**src/rtl/ctrl_pkg.sv**
```systemverilog
// Shared definitions for the RV32I pipelined control unit: opcodes, ALU codes,
// immediate/result selects and the control bundle carried down the pipeline.
package ctrl_pkg;

    typedef enum logic [6:0] {
        OPC_LOAD   = 7'b0000011,
        OPC_OP_IMM = 7'b0010011,
        OPC_AUIPC  = 7'b0010111,
        OPC_STORE  = 7'b0100011,
        OPC_OP     = 7'b0110011,
        OPC_LUI    = 7'b0110111,
        OPC_BRANCH = 7'b1100011,
        OPC_JALR   = 7'b1100111,
        OPC_JAL    = 7'b1101111
    } opcode_t;

    typedef enum logic [3:0] {
        ALU_ADD    = 4'd0,
        ALU_SUB    = 4'd1,
        ALU_AND    = 4'd2,
        ALU_OR     = 4'd3,
        ALU_XOR    = 4'd4,
        ALU_SLT    = 4'd5,
        ALU_SLTU   = 4'd6,
        ALU_SLL    = 4'd7,
        ALU_SRL    = 4'd8,
        ALU_SRA    = 4'd9,
        ALU_PASS_B = 4'd10,
        ALU_MUL    = 4'd11,
        ALU_MULH   = 4'd12,
        ALU_MULHSU = 4'd13,
        ALU_MULHU  = 4'd14
    } alu_op_t;

    typedef enum logic [2:0] {
        IMM_I = 3'd0,
        IMM_S = 3'd1,
        IMM_B = 3'd2,
        IMM_J = 3'd3,
        IMM_U = 3'd4
    } imm_fmt_t;

    typedef enum logic [1:0] {
        RES_ALU = 2'd0,
        RES_MEM = 2'd1,
        RES_PC4 = 2'd2
    } result_sel_t;

    localparam logic [6:0] F7_BASE = 7'b0000000;
    localparam logic [6:0] F7_ALT  = 7'b0100000;
    localparam logic [6:0] F7_MEXT = 7'b0000001;

    typedef struct packed {
        logic        reg_write;
        logic        mem_write;
        logic        branch;
        logic        jump;
        logic        alu_src_a;
        logic        alu_src_b;
        logic        pc_target_sel;
        result_sel_t result_src;
        alu_op_t     alu_ctrl;
        logic [2:0]  funct3;
    } ctrl_t;

    localparam ctrl_t BUBBLE = '0;

    // Shared funct3 map for OP and OP-IMM; alt picks SRA over SRL.
    function automatic alu_op_t base_alu_op(input logic [2:0] f3, input logic alt);
        alu_op_t op;
        case (f3)
            3'b001:  op = ALU_SLL;
            3'b010:  op = ALU_SLT;
            3'b011:  op = ALU_SLTU;
            3'b100:  op = ALU_XOR;
            3'b101:  op = alt ? ALU_SRA : ALU_SRL;
            3'b110:  op = ALU_OR;
            3'b111:  op = ALU_AND;
            default: op = ALU_ADD;
        endcase
        return op;
    endfunction

endpackage

```
**src/rtl/ctrl_decoder.sv**
```systemverilog
// Combinational RV32I decode of the ID-stage instruction into a control bundle.
// CTRL_MEXT_EN enables MUL/MULH/MULHSU/MULHU; otherwise funct7=0000001 OP is illegal.
module ctrl_decoder
    import ctrl_pkg::*;
(
    input  logic [31:0] instr,
    output ctrl_t       ctrl,
    output imm_fmt_t    imm_src,
    output logic        illegal
);

    opcode_t    opc;
    logic [2:0] f3;
    logic [6:0] f7;
    logic       unused_fields;

    assign opc           = opcode_t'(instr[6:0]);
    assign f3            = instr[14:12];
    assign f7            = instr[31:25];
    assign unused_fields = ^instr[24:7];

    always_comb begin
        ctrl        = BUBBLE;
        imm_src     = IMM_I;
        illegal     = 1'b0;
        ctrl.funct3 = f3;
        case (opc)
            OPC_LUI: begin
                ctrl.reg_write = 1'b1;
                ctrl.alu_src_b = 1'b1;
                ctrl.alu_ctrl  = ALU_PASS_B;
                imm_src        = IMM_U;
            end
            OPC_AUIPC: begin
                ctrl.reg_write = 1'b1;
                ctrl.alu_src_a = 1'b1;
                ctrl.alu_src_b = 1'b1;
                imm_src        = IMM_U;
            end
            OPC_JAL: begin
                ctrl.reg_write  = 1'b1;
                ctrl.jump       = 1'b1;
                ctrl.alu_src_a  = 1'b1;
                ctrl.alu_src_b  = 1'b1;
                ctrl.result_src = RES_PC4;
                imm_src         = IMM_J;
            end
            OPC_JALR: begin
                ctrl.reg_write     = 1'b1;
                ctrl.jump          = 1'b1;
                ctrl.alu_src_b     = 1'b1;
                ctrl.pc_target_sel = 1'b1;
                ctrl.result_src    = RES_PC4;
                illegal            = (f3 != 3'b000);
            end
            OPC_BRANCH: begin
                ctrl.branch   = 1'b1;
                ctrl.alu_ctrl = ALU_SUB;
                imm_src       = IMM_B;
                illegal       = (f3[2:1] == 2'b01);
            end
            OPC_LOAD: begin
                ctrl.reg_write  = 1'b1;
                ctrl.alu_src_b  = 1'b1;
                ctrl.result_src = RES_MEM;
                illegal         = (f3 == 3'b011) || (f3[2:1] == 2'b11);
            end
            OPC_STORE: begin
                ctrl.mem_write = 1'b1;
                ctrl.alu_src_b = 1'b1;
                imm_src        = IMM_S;
                illegal        = (f3 > 3'b010);
            end
            OPC_OP_IMM: begin
                ctrl.reg_write = 1'b1;
                ctrl.alu_src_b = 1'b1;
                ctrl.alu_ctrl  = base_alu_op(f3, f7[5]);
                if (f3 == 3'b001)
                    illegal = (f7 != F7_BASE);
                else if (f3 == 3'b101)
                    illegal = (f7 != F7_BASE) && (f7 != F7_ALT);
            end
            OPC_OP: begin
                ctrl.reg_write = 1'b1;
                if (f7 == F7_BASE) begin
                    ctrl.alu_ctrl = base_alu_op(f3, 1'b0);
                end else if (f7 == F7_ALT) begin
                    case (f3)
                        3'b000:  ctrl.alu_ctrl = ALU_SUB;
                        3'b101:  ctrl.alu_ctrl = ALU_SRA;
                        default: illegal = 1'b1;
                    endcase
`ifdef CTRL_MEXT_EN
                end else if (f7 == F7_MEXT) begin
                    case (f3)
                        3'b000:  ctrl.alu_ctrl = ALU_MUL;
                        3'b001:  ctrl.alu_ctrl = ALU_MULH;
                        3'b010:  ctrl.alu_ctrl = ALU_MULHSU;
                        3'b011:  ctrl.alu_ctrl = ALU_MULHU;
                        default: illegal = 1'b1;
                    endcase
`endif
                end else begin
                    illegal = 1'b1;
                end
            end
            default: illegal = 1'b1;
        endcase
        if (illegal) begin
            ctrl    = BUBBLE;
            imm_src = IMM_I;
        end
    end

endmodule

```
**src/rtl/pipelined_control_unit.sv**
```systemverilog
// RV32I control unit: D-stage decode plus ID/EX, EX/MEM, MEM/WB control registers
// and EX-stage redirect resolution. CTRL_MEXT_EN adds the M-extension multiplies.
module pipelined_control_unit
    import ctrl_pkg::*;
#(
    parameter int unsigned ALU_CTRL_W   = 4,
    parameter int unsigned RESULT_SRC_W = 2,
    parameter int unsigned IMM_SRC_W    = 3
) (
    input  logic                    clk,
    input  logic                    rst_n,
    input  logic [31:0]             instr_d,
    input  logic                    stall_e,
    input  logic                    flush_e,
    input  logic                    zero_e,
    input  logic                    lt_e,
    input  logic                    ltu_e,
    output logic [IMM_SRC_W-1:0]    imm_src_d,
    output logic                    illegal_d,
    output logic [ALU_CTRL_W-1:0]   alu_ctrl_e,
    output logic                    alu_src_a_e,
    output logic                    alu_src_b_e,
    output logic                    pc_src_e,
    output logic                    pc_target_sel_e,
    output logic [RESULT_SRC_W-1:0] result_src_e,
    output logic                    reg_write_e,
    output logic                    mem_write_m,
    output logic [2:0]              funct3_m,
    output logic                    reg_write_m,
    output logic [RESULT_SRC_W-1:0] result_src_m,
    output logic                    reg_write_w,
    output logic [RESULT_SRC_W-1:0] result_src_w
);

    ctrl_t       ctrl_d;
    ctrl_t       ctrl_e;
    imm_fmt_t    imm_fmt_d;
    result_sel_t res_m;
    result_sel_t res_w;
    logic        cond_e;

    ctrl_decoder u_decoder (
        .instr   (instr_d),
        .ctrl    (ctrl_d),
        .imm_src (imm_fmt_d),
        .illegal (illegal_d)
    );

    assign imm_src_d = IMM_SRC_W'(imm_fmt_d);

    // Flush outranks stall so a squashed instruction never survives a hold.
    always_ff @(posedge clk or negedge rst_n) begin
        if (!rst_n) begin
            ctrl_e <= BUBBLE;
        end else if (flush_e) begin
            ctrl_e <= BUBBLE;
        end else if (!stall_e) begin
            ctrl_e <= ctrl_d;
        end
    end

    always_ff @(posedge clk or negedge rst_n) begin
        if (!rst_n) begin
            reg_write_m <= 1'b0;
            mem_write_m <= 1'b0;
            funct3_m    <= '0;
            res_m       <= RES_ALU;
            reg_write_w <= 1'b0;
            res_w       <= RES_ALU;
        end else begin
            reg_write_m <= ctrl_e.reg_write;
            mem_write_m <= ctrl_e.mem_write;
            funct3_m    <= ctrl_e.funct3;
            res_m       <= ctrl_e.result_src;
            reg_write_w <= reg_write_m;
            res_w       <= res_m;
        end
    end

    always_comb begin
        cond_e = 1'b0;
        case (ctrl_e.funct3)
            3'b000:  cond_e = zero_e;
            3'b001:  cond_e = !zero_e;
            3'b100:  cond_e = lt_e;
            3'b101:  cond_e = !lt_e;
            3'b110:  cond_e = ltu_e;
            3'b111:  cond_e = !ltu_e;
            default: cond_e = 1'b0;
        endcase
        pc_src_e = ctrl_e.jump | (ctrl_e.branch & cond_e);
    end

    assign alu_ctrl_e      = ALU_CTRL_W'(ctrl_e.alu_ctrl);
    assign alu_src_a_e     = ctrl_e.alu_src_a;
    assign alu_src_b_e     = ctrl_e.alu_src_b;
    assign pc_target_sel_e = ctrl_e.pc_target_sel;
    assign result_src_e    = RESULT_SRC_W'(ctrl_e.result_src);
    assign reg_write_e     = ctrl_e.reg_write;
    assign result_src_m    = RESULT_SRC_W'(res_m);
    assign result_src_w    = RESULT_SRC_W'(res_w);

endmodule

```
**config.mk**
```make
export PLATFORM = sky130hd
export DESIGN_NAME = pipelined_control_unit
export DESIGN_NICKNAME = d
export VERILOG_FILES = /design/src/rtl/ctrl_pkg.sv /design/src/rtl/ctrl_decoder.sv /design/src/rtl/pipelined_control_unit.sv
export SDC_FILE = /design/constraint.sdc
export NUM_CORES = 1
export LEC_CHECK = 0
export ABC_AREA = 1
export CORE_MARGIN = 10
export CORE_UTILIZATION = 41
export DETAILED_ROUTE_END_ITERATION = 10
export PLACE_DENSITY = 0.78
export RECOVER_POWER = 25
export SLEW_MARGIN = 10
export SYNTH_ARGS = -nofsm -noshare
export SYNTH_HDL_FRONTEND = slang
export SYNTH_HIERARCHICAL = 1
export SYNTH_SLANG_ARGS = --single-unit
```
**constraint.sdc**
```tcl
create_clock -name clk -period 4 [get_ports clk]
set_clock_uncertainty 0.15 [all_clocks]
set_input_delay 0.8 -clock clk [delete_from_list [all_inputs] [get_ports clk]]
set_output_delay 0.8 -clock clk [all_outputs]
set_load 0.02 [all_outputs]
```
== After elaboration in Yosys (flattened, before gate mapping) ==
Index checks and enable logic that the tools add are counted.

* Bitwise logic cells: 2
* Reduce and logical (&&, ||, !) cells: 17
* Order comparisons: 1
* Equal/unequal tests: 26
* Muxes and demuxes: 27

{| class="wikitable"
|+ Operators by type and width
! operator !! number
|-
| one-hot mux 4 bit (7 select lines) || 2
|-
| two-way mux 16 bit || 3
|-
| == test 7 x 6 -> 1 bit (second input constant) || 4
|-
| == test 3 bit (second input constant) || 8
|-
| == test 7 bit (second input constant) || 3
|-
| one-hot mux 4 bit (4 select lines) || 1
|-
| == test 7 x 5 -> 1 bit (second input constant) || 2
|-
| OR reduction 7 bit || 2
|-
| two-way mux 1 bit || 13
|-
| one-hot mux 3 bit (4 select lines) || 1
|-
| two-way mux 4 bit || 2
|-
| one-hot mux 4 bit (2 select lines) || 1
|-
| OR reduction 2 bit || 4
|-
| == test 7 x 2 -> 1 bit (second input constant) || 1
|-
| logical NOT 7 bit || 1
|-
| inequality test 7 x 6 -> 1 bit (second input constant) || 1
|-
| one-hot mux 1 bit (7 select lines) || 1
|-
| nonzero test 7 bit || 1
|-
| == test 3 x 1 -> 1 bit (second input constant) || 2
|-
| == test 3 x 2 -> 1 bit (second input constant) || 2
|-
| logical NOT 3 bit || 2
|-
| one-hot mux 1 bit (6 select lines) || 1
|-
| one-hot mux 2 bit (2 select lines) || 1
|-
| greater-than comparator 3 x 2 -> 1 bit (second input constant) || 1
|-
| other kinds (11) || 13
|}

* Output and inout port bits: 25
* Bits in registers: 26
* Input port bits: 39

== Depth between registers and ports, before layout ==
Gate-level depths: netlist (run 1).

* Word-level depth: 9
* Depth in mapped cells: 13
* Gate-level depth less buffers: 12

== Hierarchy ==
The synthesis (run 1) kept the hierarchy.

{| class="wikitable"
|+ Modules (own cells, without submodules)
! module !! instances !! cells an instance !! area an instance (µm²)
|-
| pipelined_control_unit || 1 || 102 || 1061.0
|-
| ctrl_decoder || 1 || 121 || 644.4
|}

== Least setup slack after synthesis (run 1) ==
OpenSTA, ideal clock, no wires.

* Path type: input to output
* Start: input port instr_d[2]
* End: output port imm_src_d[0]
* Cell stages on the path: 8
* Required time: 3050 ps
* Slack: 1146 ps
* Data arrival time: 1904 ps
* Cell sequence: nand3_2 nor2_2 nor2_2 nand2_2 nand2_2 nor2_4 nand2_4 nor2_1

* Cells in the longest elaborated chain, start to end: 4
* Elaborated cells between the ends (all ways): 14
* Those cells by class: eq/ne: 9; mux: 3; reduce/logical: 2

{| class="wikitable"
|+ Ends and longest elaborated chain
! element !! RTL line !! RTL
|-
| from (decl) || pipelined_control_unit.sv:12 || <nowiki>input logic [31:0] instr_d,</nowiki>
|-
| == test 7 x 6 -> 1 bit, or another cell as far along || ctrl_decoder.sv:27 || <nowiki>case (opc)</nowiki>
|-
| OR reduction 3 bit (no line) / OR reduction 2 bit (equally long branches) || - ||
|-
| one-hot mux 1 bit (7 select lines) / one-hot mux 3 bit (4 select lines) (equally long branches) || ctrl_decoder.sv:27 ||
|-
| two-way mux 3 bit (*) || ctrl_decoder.sv:109 || <nowiki>if (illegal) begin</nowiki>
|-
| to (decl) || pipelined_control_unit.sv:18 || <nowiki>output logic [IMM_SRC_W-1:0] imm_src_d,</nowiki>
|}

Every way passes the cells marked *; elsewhere a longest branch is shown, timed or not.

== Worst setup path in the final report (run 1) ==
* Start: input port instr_d[6]
* End: output port illegal_d

* Cells in the longest elaborated chain, start to end: 3
* Elaborated cells between the ends (all ways): 11
* Those cells by class: eq/ne: 9; mux: 1; reduce/logical: 1

{| class="wikitable"
|+ Ends and longest elaborated chain
! element !! RTL line !! RTL
|-
| == test 7 x 6 -> 1 bit, or another cell as far along || ctrl_decoder.sv:27 ||
|-
| OR reduction 3 bit (no line) || - ||
|-
| one-hot mux 1 bit (7 select lines) (*) || ctrl_decoder.sv:27 ||
|-
| to (decl) || pipelined_control_unit.sv:19 || <nowiki>output logic illegal_d,</nowiki>
|}

Marks and branches as above.

==> results of run 1 <==
==> metal layers <==
layer  vias up  global-route usage
li1        786                   -
met1       678               0.127
met2        50               0.168
met3         5              0.0377
met4         0              0.0464
met5         -                   0
==> power groups by stage <==
stage | Combinational (mW) | Sequential, mW | Clock [mW]
2_1_floorplan | 0.0492 | 0.283 | 0
3_3_place_gp | 0.101 | 0.277 | 0
3_5_place_dp | 0.103 | 0.278 | 0
4_1_cts | 0.104 | 0.273 | 0.169
5_1_grt | 0.113 | 0.274 | 0.183
6_report | 0.102 | 0.272 | 0.164
==> flip-flops by register name, summed over array words and instances, names as in the netlist <==
name / flops
ctrl_e: 6
alu_ctrl_e: 4
funct3_m: 3
result_src_e: 2
result_src_m: 2
result_src_w: 2
alu_src_a_e: 1
alu_src_b_e: 1
mem_write_m: 1
pc_target_sel_e: 1
reg_write_e: 1
reg_write_m: 1
reg_write_w: 1
==> layout make-up <==
| class | instances | share of cell area |
|---|---|---|
| Multi-Input combinational cell | 160 | 0.389 |
| Clock buffer | 4 | 0.0249 |
| Inverter | 25 | 0.0425 |
| Timing Repair Buffer | 49 | 0.221 |
| Tap cell | 50 | 0.0283 |
| Sequential cell | 26 | 0.295 |
==> worst paths after layout <==
path,start,endpoint,depth (start not counted)
max,instr_d[6],illegal_d,9
max in group asynchronous,rst_n,result_src_w[0]$_DFF_PN0_,1
min in group asynchronous,rst_n,result_src_w[1]$_DFF_PN0_,1
max reg2reg,ctrl_e[0]$_DFFE_PN0P_,ctrl_e[0]$_DFFE_PN0P_,2
min,result_src_m[0]$_DFF_PN0_,result_src_w[0]$_DFF_PN0_,0
min reg2reg,result_src_m[0]$_DFF_PN0_,result_src_w[0]$_DFF_PN0_,0
==> cell families (layout without fill, tap and decap cells) <==
logic type	after synthesis	in the layout	share of synthesized area
buffers and inverters	37	78	0.115
and+or+nand+nor	139	139	0.441
DFF	26	26	0.382
AOI/OAI and AO/OA	21	21	0.0624
==> metrics by stage <==
| stage | hold WS (ns) | instances | utilization | instance area [um^2] |
|---|---|---|---|---|
| after floorplan | 0.222 | 223 | - | 1710 |
| after global placement | 0.207 | 310 | 0.538 | 2150 |
| after detailed placement | 0.216 | 310 | 0.538 | 2150 |
| after CTS | 0.235 | 314 | 0.552 | 2210 |
| after global routing | 0.244 | 314 | 0.552 | 2210 |
| final | 0.229 | 314 | 0.552 | 2210 |
==> cell usage in the layout (no fill, tap or decap), types with 3 or more instances in the layout <==
| cell type | Yosys | layout |
|---|---|---|
| inv_2 | 9 | 9 |
| clkdlybuf4s50_1 | 0 | 46 |
| nand2_1 | 32 | 32 |
| nor2_2 | 9 | 9 |
| nand2_2 | 3 | 3 |
| nor2_1 | 42 | 42 |
| nor2_4 | 12 | 12 |
| o21ai_0 | 10 | 10 |
| nand3_2 | 7 | 7 |
| o21ai_1 | 8 | 8 |
| nand3_1 | 23 | 23 |
| inv_1 | 16 | 16 |
| nor3_1 | 5 | 5 |
| clkbuf_8 | 0 | 4 |
| dfrtp_1 | 26 | 26 |
==> impl_results.md, run 1 <==
* DP HPWL at just over 3000 um
* RSZ-0062 raised after global routing: no
* Required time of the critical path at around 3 ns
* Multi-input gate area at 858 um^2
* Top post-synthesis cells by area: dfrtp_1, nor2_1, nor2_4, nand2_1, nand3_1
* CTS H-tree lvls at 1
* Sink Count at 26
* CP bufs+invs at 3
* Final worst setup slack at ~0.15 ns
* Setup violators final at 0
* Tcrit/Tclk final at 0.963
* Max Root-Sink Buffers at 2
* Largest net degree at the start of global routing at 27
* CP cell instances: dlygate4sd3_1, inv_2, nand3_1, nor2_1, nand3_1, nor2_2, nor2_4, nand2_4, clkdlybuf4s50_1
* Least-Margin Pin Slew at around 1.1 ns
* Crit path time final at around 3.9 ns
* Met1 wire length at 1620 um
* Total power at 539 uW
* Sequential area share after synthesis at 0.382
* Fillers at around 390
* Vias at between 1500 and 2000
* Syn Inst Count at ~220
* Share of cells above drive strength 1 at 0.178
* CP top delay family: buffers and inverters
* Seq cells post-synth at 26
* Hold_buf cts at 0
* Main synth FF type: dfrtp_1
* DR iter-0 viols at 70
* Clock root cell: clkbuf_8
* NetSw at about 140 uW
* Crit path max-delay cell type: dlygate4sd3_1
* Area leader, netlist: dfrtp_1
* DR vias/cell at 4.84
* Slew HR at 0.270
* Pleak at about 0.95 nW
* Die X-Extent at around 84 um
* Fin. max-slew vios at 0
* Most used cell, CP: nand3_1
* Top-area cell type share of the netlist area at 0.382
* Switching Fraction at 0.257
* Final setup TNS at 0 ns
* Met3 Routed Length at between 300 and 400 um
* Vias in the first global route at about 1500
* FMAX at between 200 and 300 MHz
* CTS tree: built
* Post-synth EDFFs at 0
* Mean Syn Cell Area at between 7 and 8 um^2
* Grt ovf at 0
* Residual DRC count at 0
* Register-to-Register Setup Slack at ~3.2 ns
* Cell variety after synth at 23
* Critical Path Fanout Max at 5
* Core Area at 4000 um^2
* Clock share of power at 0.305
* Drt pass-1 iters at 4
* Post-Syn Nets at 262
* Worst-Skew Late Latency at ~0.27 ns
* Asr flop ratio synth at 1.00
* Setup crit end kind: primary output
* Wire length per cell at roughly 12 um
* Ant diodes at 0
* IO Port Bufs at 48
* Total Routing Usage GR at 0.107
* Gate power share at 0.189
* Initial Utilization at 0.426
* CP Launch Type: input pin
* Crit Path Category: input pin to primary output
* Global-route wire length before repair at about 6600 um
* Total die area at about 7000 um^2
* Top sig layer: met4
* # rows at 23
* Pre-CTS WS at roughly 0.23 ns
* Initial antenna violation count at 0
* GP Congestion at ~0.85
* Largest stage delay, worst path at ~0.64 ns
* Ports at 64
* Routed Antenna Nets at 0
* Routed WL at ~3700 um
* Area Growth Syn to Fin at 29.5%
* Arrival time worst endpoint at 2.90 ns
* Chip height at approximately 84 um
* Final hold violation count at 0
* Top-count cell post-synth: nor2_1
* Hold Path Class: register to register
* Count of max-cap constraint violations at 0
* Sequential fraction of design power at 0.506
* Synthesized area at between 1500 and 2000 um^2
* Worst IR Drop VDD at 125 uV
* Yosys warnings at 6
* Pwr dens at 244 nW/um^2
* Metal2 WL at between 1500 and 2000 um
* Top cells by count, synth: nor2_1, nand2_1, dfrtp_1, nand3_1, inv_1
* Post-CTS sizing at 0
* Internal power at 400 uW
* Nets at roughly 300
* Register Area at between 600 and 700 um^2
* Reg clk slew, reported paths at ~0.08 ns
* Inserted Clock Buffers at 3
* Postcts setup bufs at 0
* Status: finished, final reports clean
Note: power is estimated with default switching activity, not from simulation.
==> run 2: changes to the inputs <==
Settings changed: SKIP_LAST_GASP set to 1.
==> results of run 2 <==
Final layout, timing and power as in run 1 (identical DEF).
==> run 3: changes to the inputs <==
Settings changed: CORE_UTILIZATION 41 to 40, PLACE_DENSITY 0.78 to 0.79.
Clock period 4 ns to 3.5 ns, I/O delays scaled along.
==> run 3 against run 2 <==
Effect of this change:
- combinational power up 20%
- global-route usage barely moved
- sequential power increased by 14%
- core utilization increased by 1.5 points
==> impl_results.md, run 3 (synthesis results as in run 1) <==
* Residual DRC count at 0
* DR vias/cell at around 4.8
* Largest stage delay, worst path at between 0.4 and 0.5 ns
* CTS tree: built
* Core Util, Final at 0.567
* Sink Count at 26
* Area Growth Syn to Fin at 34.8%
* Initial antenna violation count at 0
* Fillers at ~370
* Initial Utilization at 0.420
* Max FFs per register at 6
* CTS H-tree lvls at 1
* Arrival time worst endpoint at 2.39 ns
* Drt pass-1 iters at 4
* Inserted Clock Buffers at 3
* Pleak at 1.02 nW
* Status: finished, final reports clean
* RSZ-0062 raised after global routing: no
* Required time of the critical path at between 2 and 3 ns
* Vias in the first global route at about 1500
* Pwr dens at roughly 290 nW/um^2
* Setup violators final at 0
* Crit path max-delay cell type: clkdlybuf4s50_1
* GP Congestion at about 0.9
* Tcrit/Tclk final at 0.925
* Grt ovf at 0
* Clock share of power at 0.360
* Total Routing Usage GR at 0.106
* NetSw at between 150 and 200 uW
* Routed WL at between 4000 and 5000 um
* Internal power at about 510 uW
* Least-Margin Pin Slew at between 1 and 1.5 ns
* DP HPWL at between 3000 and 4000 um
* Max Root-Sink Buffers at 2
* Chip height at about 85 um
* Vias at approximately 1600
* CP bufs+invs at 4
* CP cell instances: clkdlybuf4s50_1, nand2_1, inv_2, nand2_1, inv_2, o21ai_1, nand2_2, nand2_2, nor2_4, nand2_4, nor2_1, dlygate4sd2_1
* Nets at between 300 and 400
* Sequential fraction of design power at 0.460
* DR iter-0 viols at 66
* Largest net degree at the start of global routing at 27
* Worst-Skew Late Latency at between 0.2 and 0.3 ns
* Ports at between 60 and 70
* Critical Path Fanout Max at 5
* Clock root cell: clkbuf_8
* Reg clk slew, reported paths at about 0.08 ns
* Switching Fraction at 0.242
* CP Launch Type: input pin
* Slew HR at 0.110
* Setup crit end kind: primary output
* Worst IR Drop VDD at around 150 uV
* Count of max-cap constraint violations at 0
* Crit Path Category: input pin to primary output
* Hold_buf cts at 0
* Most frequent cells in the layout: clkdlybuf4s50_1, nor2_1, nand2_1
* Register-to-Register Setup Slack at about 2.6 ns
* Ant diodes at 0
* Multi-input gate area at 861 um^2
* Routed Antenna Nets at 0
* Crit path time final at about 3.2 ns
* Register Area at about 650 um^2
* Leading cell type in the layout, fill and taps excluded: clkdlybuf4s50_1
* IO Port Bufs at between 40 and 50
* Final hold violation count at 0
* Gate power share at 0.180
* # rows at 23
* Core Area at approximately 4100 um^2
* Total die area at between 7000 and 8000 um^2
* Wire length per cell at approximately 12 um
* Fin. max-slew vios at 0
* Share of cells above drive strength 1 at 0.208
* Most flop-heavy register: ctrl_e
* Die X-Extent at roughly 85 um
* Placed instance area at around 2200 um^2
* CP top delay family: buffers and inverters
* Final Cell Area at 2300 um^2
* Hold Path Class: register to register
* FMAX at roughly 300 MHz
* Global-route wire length before repair at about 6700 um
## run 3: changes by cell type in the layout (fill, tap and decap cells not counted), moves of 2 or more
cell	delta
clkdlybuf4s50_1	-4
dlymetal6s2s_1	+2
dlygate4sd2_1	+3
buf_4	+9
## run 3: through the flow
stage               setup TNS, ns  power (mW)  hold WS, ns  setup WS, ns  cells
floorplan                       0       0.380        0.222         0.846    223
global placement          -0.0834       0.439        0.208       -0.0420    320
detailed placement         -0.134       0.442        0.216       -0.0674    320
CTS                             0       0.683        0.240      0.000679    324
global route                    0       0.707        0.256         0.128    324
finish                          0       0.677        0.235         0.263    324
## run 3: path summary, 6_finish.rpt
path / depth (start not counted) / start / end
max: 12 / instr_d[1] / imm_src_d[0]
min: 0 / result_src_m[0]$_DFF_PN0_ / result_src_w[0]$_DFF_PN0_
max reg2reg: 2 / ctrl_e[0]$_DFFE_PN0P_ / ctrl_e[0]$_DFFE_PN0P_
min reg2reg: 0 / result_src_m[0]$_DFF_PN0_ / result_src_w[0]$_DFF_PN0_
max in group asynchronous: 2 / rst_n / result_src_w[0]$_DFF_PN0_
min in group asynchronous: 2 / rst_n / funct3_m[2]$_DFF_PN0_
## run 3: cell type report
| class | count | area share |
|---|---|---|
| Inverter | 25 | 0.0408 |
| Multi-Input combinational cell | 160 | 0.374 |
| Clock inverter | 1 | 0.0131 |
| Clock buffer | 3 | 0.0180 |
| Tap cell | 50 | 0.0272 |
| Sequential cell | 26 | 0.283 |
| Timing Repair Buffer | 59 | 0.244 |
## run 3: power groups by stage
stage | combinational, mW | clock, mW | sequential, mW
3_5_place_dp | 0.124 | 0 | 0.317
5_1_grt | 0.134 | 0.261 | 0.313
6_report | 0.122 | 0.243 | 0.311
3_3_place_gp | 0.122 | 0 | 0.317
2_1_floorplan | 0.0563 | 0 | 0.324
4_1_cts | 0.124 | 0.247 | 0.311
## run 3: what timing repair did
item | in CTS | in global routing
endpoints found under the hold margin | 0 | 0
gates cloned | 0 | 0
resized for setup | 3 | 3
buffers inserted | 0 | 0
pin swaps | 0 | 0
setup endpoints to repair | 2 | 1
## run 3: worst register-to-register path: cells and delay by family (launching register included)
family          cells  cell delay (ns)
buf+inv             1             0.10
flops               1             0.43
compound gates      1             0.07
## run 3: layer usage
| metal | vias to the layer above | wire length [um] | GRT usage |
|---|---|---|---|
| met5 | - | 0 | 0 |
| met4 | 0 | 19 | 0.0269 |
| met3 | 2 | 329 | 0.0382 |
| met2 | 44 | 1840 | 0.177 |
| met1 | 717 | 1840 | 0.126 |
| li1 | 807 | - | - |
